### src/rtl/seg_scroll_monitor.sv
// seg_scroll_monitor
// Receive-side monitor for the four-digit scrolling "HI" seven-segment bus.
// Filters transients, decodes stable frames into per-digit codes and a scroll
// position, and tracks rotation lock with sequence-error reporting.
//
// state    | meaning
// ---------+-----------------------------------------------------------
// UNLOCKED | no usable history; waiting for a known frame
// TRACKING | counting consecutive in-order known frames (run)
// LOCKED   | LOCK_FRAMES in-order frames seen; violations raise seq_err

module seg_scroll_monitor #(
   parameter int STABLE_CYCLES = 4,
   parameter int LOCK_FRAMES   = 3
) (
   input  logic       clock_50,
   input  logic       rs_n,
   input  logic [6:0] hex0,
   input  logic [6:0] hex1,
   input  logic [6:0] hex2,
   input  logic [6:0] hex3,
   output logic       frame_valid,
   output logic [7:0] frame_code,
   output logic       pos_valid,
   output logic [1:0] position,
   output logic       locked,
   output logic       seq_err,
   output logic [7:0] err_count
);

   localparam int CW = $clog2(STABLE_CYCLES + 1);
   localparam int RW = $clog2(LOCK_FRAMES + 1);

   localparam logic [6:0] SEG_BLANK = 7'b1111111;
   localparam logic [6:0] SEG_H     = 7'b0001001;
   localparam logic [6:0] SEG_I     = 7'b1111001;
   localparam logic [27:0] FRAME_BLANK = {4{SEG_BLANK}};

   typedef enum logic [1:0] {
      UNLOCKED = 2'd0,
      TRACKING = 2'd1,
      LOCKED   = 2'd2
   } state_t;

   state_t         state;
   logic [RW-1:0]  run;
   logic [27:0]    samp;
   logic [27:0]    last_frame;
   logic [CW-1:0]  stab_cnt;

   logic [27:0]    bus_in;
   logic [CW-1:0]  stab_cnt_nxt;
   logic           accept;
   logic [7:0]     dec_code;
   logic           dec_known;
   logic [1:0]     dec_pos;
   logic           in_order;

   function automatic logic [1:0] digit_code(input logic [6:0] seg);
      case (seg)
         SEG_BLANK: digit_code = 2'd0;
         SEG_H:     digit_code = 2'd1;
         SEG_I:     digit_code = 2'd2;
         default:   digit_code = 2'd3;
      endcase
   endfunction

   assign bus_in = {hex3, hex2, hex1, hex0};

   // Stability filter: next count and acceptance decision for this edge.
   always_comb begin
      stab_cnt_nxt = '0;
      if (bus_in == samp) begin
         if (stab_cnt == CW'(STABLE_CYCLES))
            stab_cnt_nxt = stab_cnt;
         else
            stab_cnt_nxt = stab_cnt + 1'b1;
      end
      accept = (bus_in == samp) && (stab_cnt_nxt == CW'(STABLE_CYCLES)) &&
               (samp != last_frame);
   end

   // Decode the registered sample into digit codes and a scroll position.
   always_comb begin
      dec_code  = {digit_code(samp[27:21]), digit_code(samp[20:14]),
                   digit_code(samp[13:7]),  digit_code(samp[6:0])};
      dec_known = 1'b1;
      dec_pos   = 2'd0;
      case (dec_code)
         8'h09:   dec_pos = 2'd0;
         8'h24:   dec_pos = 2'd1;
         8'h90:   dec_pos = 2'd2;
         8'h42:   dec_pos = 2'd3;
         default: dec_known = 1'b0;
      endcase
      in_order = dec_known && (dec_pos == 2'(position + 2'd1));
   end

   // Input register, filter state, decoded outputs and the lock FSM.
   always_ff @(posedge clock_50) begin
      if (!rs_n) begin
         samp        <= FRAME_BLANK;
         last_frame  <= FRAME_BLANK;
         stab_cnt    <= '0;
         state       <= UNLOCKED;
         run         <= '0;
         frame_valid <= 1'b0;
         frame_code  <= 8'h00;
         pos_valid   <= 1'b0;
         position    <= 2'd0;
         locked      <= 1'b0;
         seq_err     <= 1'b0;
         err_count   <= 8'h00;
      end else begin
         samp        <= bus_in;
         stab_cnt    <= stab_cnt_nxt;
         frame_valid <= accept;
         seq_err     <= 1'b0;
         if (accept) begin
            last_frame <= samp;
            frame_code <= dec_code;
            pos_valid  <= dec_known;
            if (dec_known)
               position <= dec_pos;
            case (state)
               UNLOCKED: begin
                  if (dec_known) begin
                     state <= TRACKING;
                     run   <= RW'(1);
                  end
               end
               TRACKING: begin
                  if (!dec_known) begin
                     state <= UNLOCKED;
                     run   <= '0;
                  end else if (in_order) begin
                     run <= run + 1'b1;
                     if (run == RW'(LOCK_FRAMES - 1)) begin
                        state  <= LOCKED;
                        locked <= 1'b1;
                     end
                  end else begin
                     run <= RW'(1);
                  end
               end
               LOCKED: begin
                  if (!in_order) begin
                     seq_err <= 1'b1;
                     locked  <= 1'b0;
                     if (err_count != 8'hFF)
                        err_count <= err_count + 8'h01;
                     if (dec_known) begin
                        state <= TRACKING;
                        run   <= RW'(1);
                     end else begin
                        state <= UNLOCKED;
                        run   <= '0;
                     end
                  end
               end
               default: begin
                  state  <= UNLOCKED;
                  run    <= '0;
                  locked <= 1'b0;
               end
            endcase
         end
      end
   end

endmodule

### config.mk
export PLATFORM = sky130hd
export DESIGN_NAME = seg_scroll_monitor
export DESIGN_NICKNAME = d
export VERILOG_FILES = /design/src/rtl/seg_scroll_monitor.sv
export SDC_FILE = /design/constraint.sdc
export NUM_CORES = 1
export LEC_CHECK = 0
export CORE_AREA = 4 4 109 137
export DETAILED_ROUTE_END_ITERATION = 12
export DIE_AREA = 0 0 113 141
export PLACE_DENSITY_LB_ADDON = 0.15
export SYNTH_ARGS = -nofsm -noshare
export SYNTH_HDL_FRONTEND = slang
export SYNTH_SLANG_ARGS = --single-unit
### constraint.sdc
create_clock -name clock_50 -period 3.7 [get_ports clock_50]
set_input_delay 0.74 -clock clock_50 [delete_from_list [all_inputs] [get_ports clock_50]]
set_output_delay 0.74 -clock clock_50 [all_outputs]
set_load 0.005 [all_outputs]
==> results.cfg, run 1 <==
[clocking]
numCtsBuffers = 9
cts_tree = yes
cts_resized = 0
cts_setup_buffers = 0
cts_buffer_depth = 2
path_clk_slew_ns = 0.07
clock_sinks = 85
hold_buffers = 0
clk_latency_ns = 0.34
h-tree-depth = 3
cts_root_buf = clkbuf_16

[die]
coreArea_um2 = 13600
die_area_um2 = 15900
io_pins = 52
num_rows = 48
fp.dieH_um = 141
die_w_um = 113
initial_utilization = 0.313

[yosys]
async_reset_ff_frac = 0
synth-seq-area-share = 0.399
synth_top_area_frac = 0.399
ys.warnings.count = 0
yosys-top-cells-area = dfxtp_1 (40%), xor2_1 (9.8%), mux2i_1 (7.3%)
ys_dominant_reg_cell = dfxtp_1
syn_nets = 513
synth_top_cell_by_area = dfxtp_1
synth_enable_flop_cells = 0
syn-cell-area_um2 = 4270
synth.avg_cell_area_um2 = 8.91
synth_cell_type_count = 52
synthCells = 479
ys_ff_latch = 85

[timing]
skew_ns = 0.00799
setup_violations = 0
finalCritPeriodShare = 0.866
worst_pin_slew_ns = 0.735
drv_slew = 0
layout_setup_ws_ns = 0.496
hold_viol_final = 0
relSlewSlack = 0.510
finalCriticalPeriod_ns = 3.20
rsz0062_at_grt = no
timing.fmax_mhz = 312
setup_tns_ns = 0

[worst_setup_path]
worstPathCellList = inv_2, ha_1, nor4b_1, o21ai_0, a2111oi_2, o211ai_1, or4b_4, or4_1, nand2_1
timing.critical_path.required_ns = 3.98
rr_startpoint = stab_cnt[0]
arrival_ns = 3.48
cp_top_family = simple AND/OR/NAND/NOR gates
slowest_stage = or4b_4
slowest_delay_ns = 0.62
critPathLaunchType = flip-flop
reg2reg_slack_ns = 0.50
worst-path-buf-inv = 1
crit_fanout = 13
rr_worst_depth = 9
reg2reg_to = err_count[2]
path_class = reg2reg
critPathCaptureType = flip-flop

[route]
drcViolationCount = 0
postRouteAntennaNets = 0
drt_wl_total_mm = 11.1
num_vias = 3523
dr.pass1.iters = 4
vias_per_cell = 5.05
drt_iter0_markers = 126
wl_per_cell_um = 16.0

[global_routing]
grt_util_all_layers = 0.144
first_global_vias = 3487
antenna_found_initial = 0
grt_max_degree = 70
grt_overflow = 0
grt_pass1_wl_mm = 18.2

[finish]
drive_gt1_frac = 0.0556
n_antenna_cell = 0
syn_to_final_growth_pct = 22.9
nets = 551

[worst_hold_path]
min_to = frame_code[1]
whs_path_depth = 2
min_path_type = reg2reg
hold_path.startpoint = frame_code[1]

[power_and_ir_drop]
leakagePower_nw = 1.92
power_density_nw_per_um2 = 403
ir_worst_vdd_mv = 0.189

[placement]
hpwl_mm = 8.46
gp_congestion = 0.808
place_ws_ns = 0.222
port_buffers = 51

[run]
drv_cap = 0

[status]
status = finished clean
registers in the layout, indices dropped and copies added, names as in the netlist:
| signal | flops |
|---|---|
| seq_err | 1 |
| err_count | 8 |
| frame_code | 8 |
| stab_cnt | 3 |
| position | 2 |
| locked | 1 |
| run | 2 |
| frame_valid | 1 |
| last_frame | 28 |
| samp | 28 |
| state | 2 |
| pos_valid | 1 |
area by class of cell:
type,instances,area [um^2]
Clock buffer,10,239
Clock inverter,6,93.8
Fill cell,1402,8380
Inverter,8,30.0
Multi-Input combinational cell,360,2430
Sequential cell,85,1700
Tap cell,175,219
Timing Repair Buffer,53,533
metal layers:
layer | track usage | part of all wire | routed length [um] | up-vias
li1 | - | - | - | 1770
met3 | 0.0305 | 0.039 | 431 | 11
met1 | 0.176 | 0.44 | 4940 | 1670
met2 | 0.251 | 0.50 | 5560 | 72
met4 | 0.0481 | 0.017 | 190 | 0
met5 | 0 | 0 | 0 | -
how the worst max path moves through the flow:
stage | from | slack (ns) | to | cells after the start
after floorplan | stab_cnt[0] | 0.81 | err_count[4] | 9
after global placement | hex3[0] | 0.22 | err_count[2] | 8
after detailed placement | hex3[0] | 0.22 | err_count[2] | 8
after CTS | stab_cnt[0] | 0.46 | err_count[2] | 9
after global routing | stab_cnt[0] | 0.24 | err_count[5] | 9
final | stab_cnt[0] | 0.50 | err_count[2] | 9
Yosys cell counts (all sizes together), types with 2 or more instances:
library cell,n
dfxtp,85
nand2,55
xor2,48
mux2i,31
nand2b,31
clkbuf,21
nor4,19
nand4,18
a21oi,16
nor3,15
xnor2,15
nand3,12
nor2,12
o21ai,12
or3,9
nor2b,8
inv,7
buf,5
o211ai,5
and2,4
ha,4
or2,4
or4,4
or4b,4
and3,3
nand4b,3
o21a,3
a211oi,2
and4,2
nor4bb,2
o31ai,2
o32ai,2
cells by family after synthesis:
logic type,after synthesis,share of synthesized area
xor+xnor,63,0.129
fa+ha+maj,4,0.0117
buf+inv,34,0.0317
simple gates,211,0.278
mux,31,0.0727
flops,85,0.399
compound gates,51,0.0783
power by group:
group          switching [W]  internal (W)  total [W]
Sequential         0.0000332      0.000931   0.000965
Clock               0.000378      0.000616   0.000994
Combinational      0.0000813     0.0000755   0.000157
cell usage in the layout (no fill, tap or decap), types with 4 or more instances in the layout:
master,n
a21oi_1,16
and2_1,4
clkbuf_16,9
clkdlybuf4s50_1,50
dfxtp_1,85
ha_1,4
inv_1,6
mux2i_1,31
nand2_1,55
nand2b_1,31
nand3_1,12
nand4_1,18
nor2_1,12
nor2b_1,8
nor3_1,15
nor4_1,19
o211ai_1,5
o21ai_0,12
or3_1,9
or4_1,4
xnor2_1,15
xor2_1,48
per-stage QoR:
| stage | hold WS [ns] | instances | cell area [um^2] | util | power, W |
|---|---|---|---|---|---|
| after detailed placement | 0.449 | 681 | 4920 | 0.361 | 0.00114 |
| after floorplan | 0.448 | 479 | 4270 | - | 0.00107 |
| after global routing | 0.488 | 697 | 5250 | 0.385 | 0.00220 |
| after CTS | 0.458 | 697 | 5250 | 0.385 | 0.00215 |
| final | 0.453 | 697 | 5250 | 0.385 | 0.00212 |
| after global placement | 0.449 | 681 | 4920 | 0.361 | 0.00114 |
tightest hold or removal path: cells and delay by family, from the launching register on:
| family | cells | cell delay [ns] |
|---|---|---|
| simple gates | 1 | 0.05 |
| flops | 1 | 0.31 |
| compound gates | 1 | 0.05 |
Power figures use the tool's default switching activity.
==> run 2: changes to the inputs <==
Settings changed: CTS_CLUSTER_DIAMETER from default to 30.
==> results of run 2 <==
Final layout, timing and power as in run 1 (identical DEF).
==> run 3: changes to the inputs <==
Settings changed: CORE_AREA 4 4 109 137 to 4 4 112 141, DIE_AREA 0 0 113 141 to 0 0 116 145.
==> run 3 against run 2 <==
Sequential cell count did not move; design area fell by 0.43%; first-iteration DRC count rose by 54%; critical path type unchanged; clock power fell by 6.4%; largest power group is now registers; worst setup slack got worse by 0.072 ns; non-clock buffer count did not move; routed wire length rose by 0.15%; hold slack improved by 0.0037 ns; register-to-register slack got worse by 0.07 ns; die area rose by 5.6%; global-route usage fell by 0.85 points; critical endpoint unchanged.
==> results.cfg, run 3 (same netlist as run 1, synthesis figures left out) <==
[worst_setup_path]
reg2reg_to = err_count[2]
timing.critical_path.required_ns = 3.98
rr_worst_depth = 9
crit_fanout = 13
path_class = reg2reg
reg2reg_slack_ns = 0.42
rr_startpoint = stab_cnt[0]
critPathLaunchType = flip-flop
critPathCaptureType = flip-flop
arrival_ns = 3.56

[clocking]
cts_setup_buffers = 0
cts_buffer_depth = 2
cts_root_buf = clkbuf_16
h-tree-depth = 3
clock_sinks = 85
numCtsBuffers = 9
cts_tree = yes
path_clk_slew_ns = 0.06
clk_latency_ns = 0.34
hold_buffers = 0
cts_resized = 0

[route]
vias_per_cell = 4.96
drt_wl_total_mm = 11.1
postRouteAntennaNets = 0
dr.pass1.iters = 4
drcViolationCount = 0
drt_iter0_markers = 194
wl_per_cell_um = 15.9
num_vias = 3474

[global_routing]
first_global_vias = 3384
grt_util_all_layers = 0.136
antenna_found_initial = 0
grt_pass1_wl_mm = 17.9
grt_overflow = 0
grt_max_degree = 70

[worst_hold_path]
hold_path.startpoint = pos_valid
min_path_type = reg2reg
whs_path_depth = 2
min_to = pos_valid

[die]
coreArea_um2 = 14300
initial_utilization = 0.298
die_area_um2 = 16800
fp.dieH_um = 145
num_rows = 49
die_w_um = 116
io_pins = 52

[placement]
gp_congestion = 0.816
port_buffers = 51
hpwl_mm = 8.41
placed_cell_area_um2 = 4920

[power_and_ir_drop]
leakagePower_nw = 1.90
power_density_nw_per_um2 = 393
ir_worst_vdd_mv = 0.199

[timing]
hold_viol_final = 0
skew_ns = 0.00512
rsz0062_at_grt = no
drv_slew = 0
finalCritPeriodShare = 0.885
worst_pin_slew_ns = 0.773
setup_tns_ns = 0
finalCriticalPeriod_ns = 3.28
setup_violations = 0
relSlewSlack = 0.480
timing.fmax_mhz = 305

[finish]
nets = 551
top_regs = last_frame: 28 flops, samp: 28 flops
n_antenna_cell = 0
multi_input_area_um2 = 2430
final_area_um2 = 5230
ff_latch_area_um2 = 1700
final_cell_mix = dfxtp_1 (85), nand2_1 (55), clkdlybuf4s50_1 (50), xor2_1 (48)
post-route-util = 0.364
drive_gt1_frac = 0.0556
syn_to_final_growth_pct = 22.4
layout_commonest_cell = dfxtp_1
fillers = 1509

[status]
status = finished clean

[run]
drv_cap = 0
[run 3: layer usage]
metal | part of all wire | routed length [um] | vias to the layer above | GRT usage
met5 | 0 | 0 | - | 0
met4 | 0.026 | 290 | 0 | 0.0540
met3 | 0.034 | 374 | 16 | 0.0237
met2 | 0.49 | 5440 | 65 | 0.224
met1 | 0.45 | 5040 | 1626 | 0.174
li1 | - | - | 1767 | -
[run 3: cell type report]
type                    instances  share of cell area
multi-input cells             360               0.465
clock buffers                  10              0.0457
inverters                       8             0.00575
clock inverters                 6              0.0129
well taps                     178              0.0426
flip-flops and latches         85               0.326
repair buffers                 53               0.102
[run 3: stage by stage]
stage               hold WS (ns)  setup slack [ns]  power (W)  instances
floorplan                  0.448             0.807    0.00107        479
global placement           0.450             0.205    0.00114        684
detailed placement         0.450             0.216    0.00114        684
CTS                        0.459             0.399    0.00208        700
global route               0.475             0.222    0.00213        700
finish                     0.457             0.424    0.00205        700
[run 3: critical path, cell delays in order, from the launching register on]
cell	delay (ns)
dfxtp_1	0.43
inv_2	0.06
ha_1	0.33
nor4b_1	0.31
o21ai_0	0.22
a2111oi_2	0.42
o211ai_1	0.26
or4b_4	0.62
or4_1	0.49
nand2_1	0.07
[run 3: worst max-delay path by stage]
stage / cells after the start / endpoint / slack, ns / startpoint
floorplan: 9 / err_count[4] / 0.81 / stab_cnt[0]
global placement: 8 / err_count[2] / 0.20 / hex3[0]
detailed placement: 8 / err_count[2] / 0.22 / hex3[0]
CTS: 9 / err_count[2] / 0.40 / stab_cnt[0]
global route: 9 / err_count[4] / 0.22 / stab_cnt[0]
finish: 9 / err_count[2] / 0.42 / stab_cnt[0]
[run 3: power by group]
part | internal [W] | switching [W] | leakage, nW
Sequential | 0.000931 | 0.0000334 | 0.694
Combinational | 0.0000755 | 0.0000808 | 1.06
Clock | 0.000545 | 0.000385 | 0.145
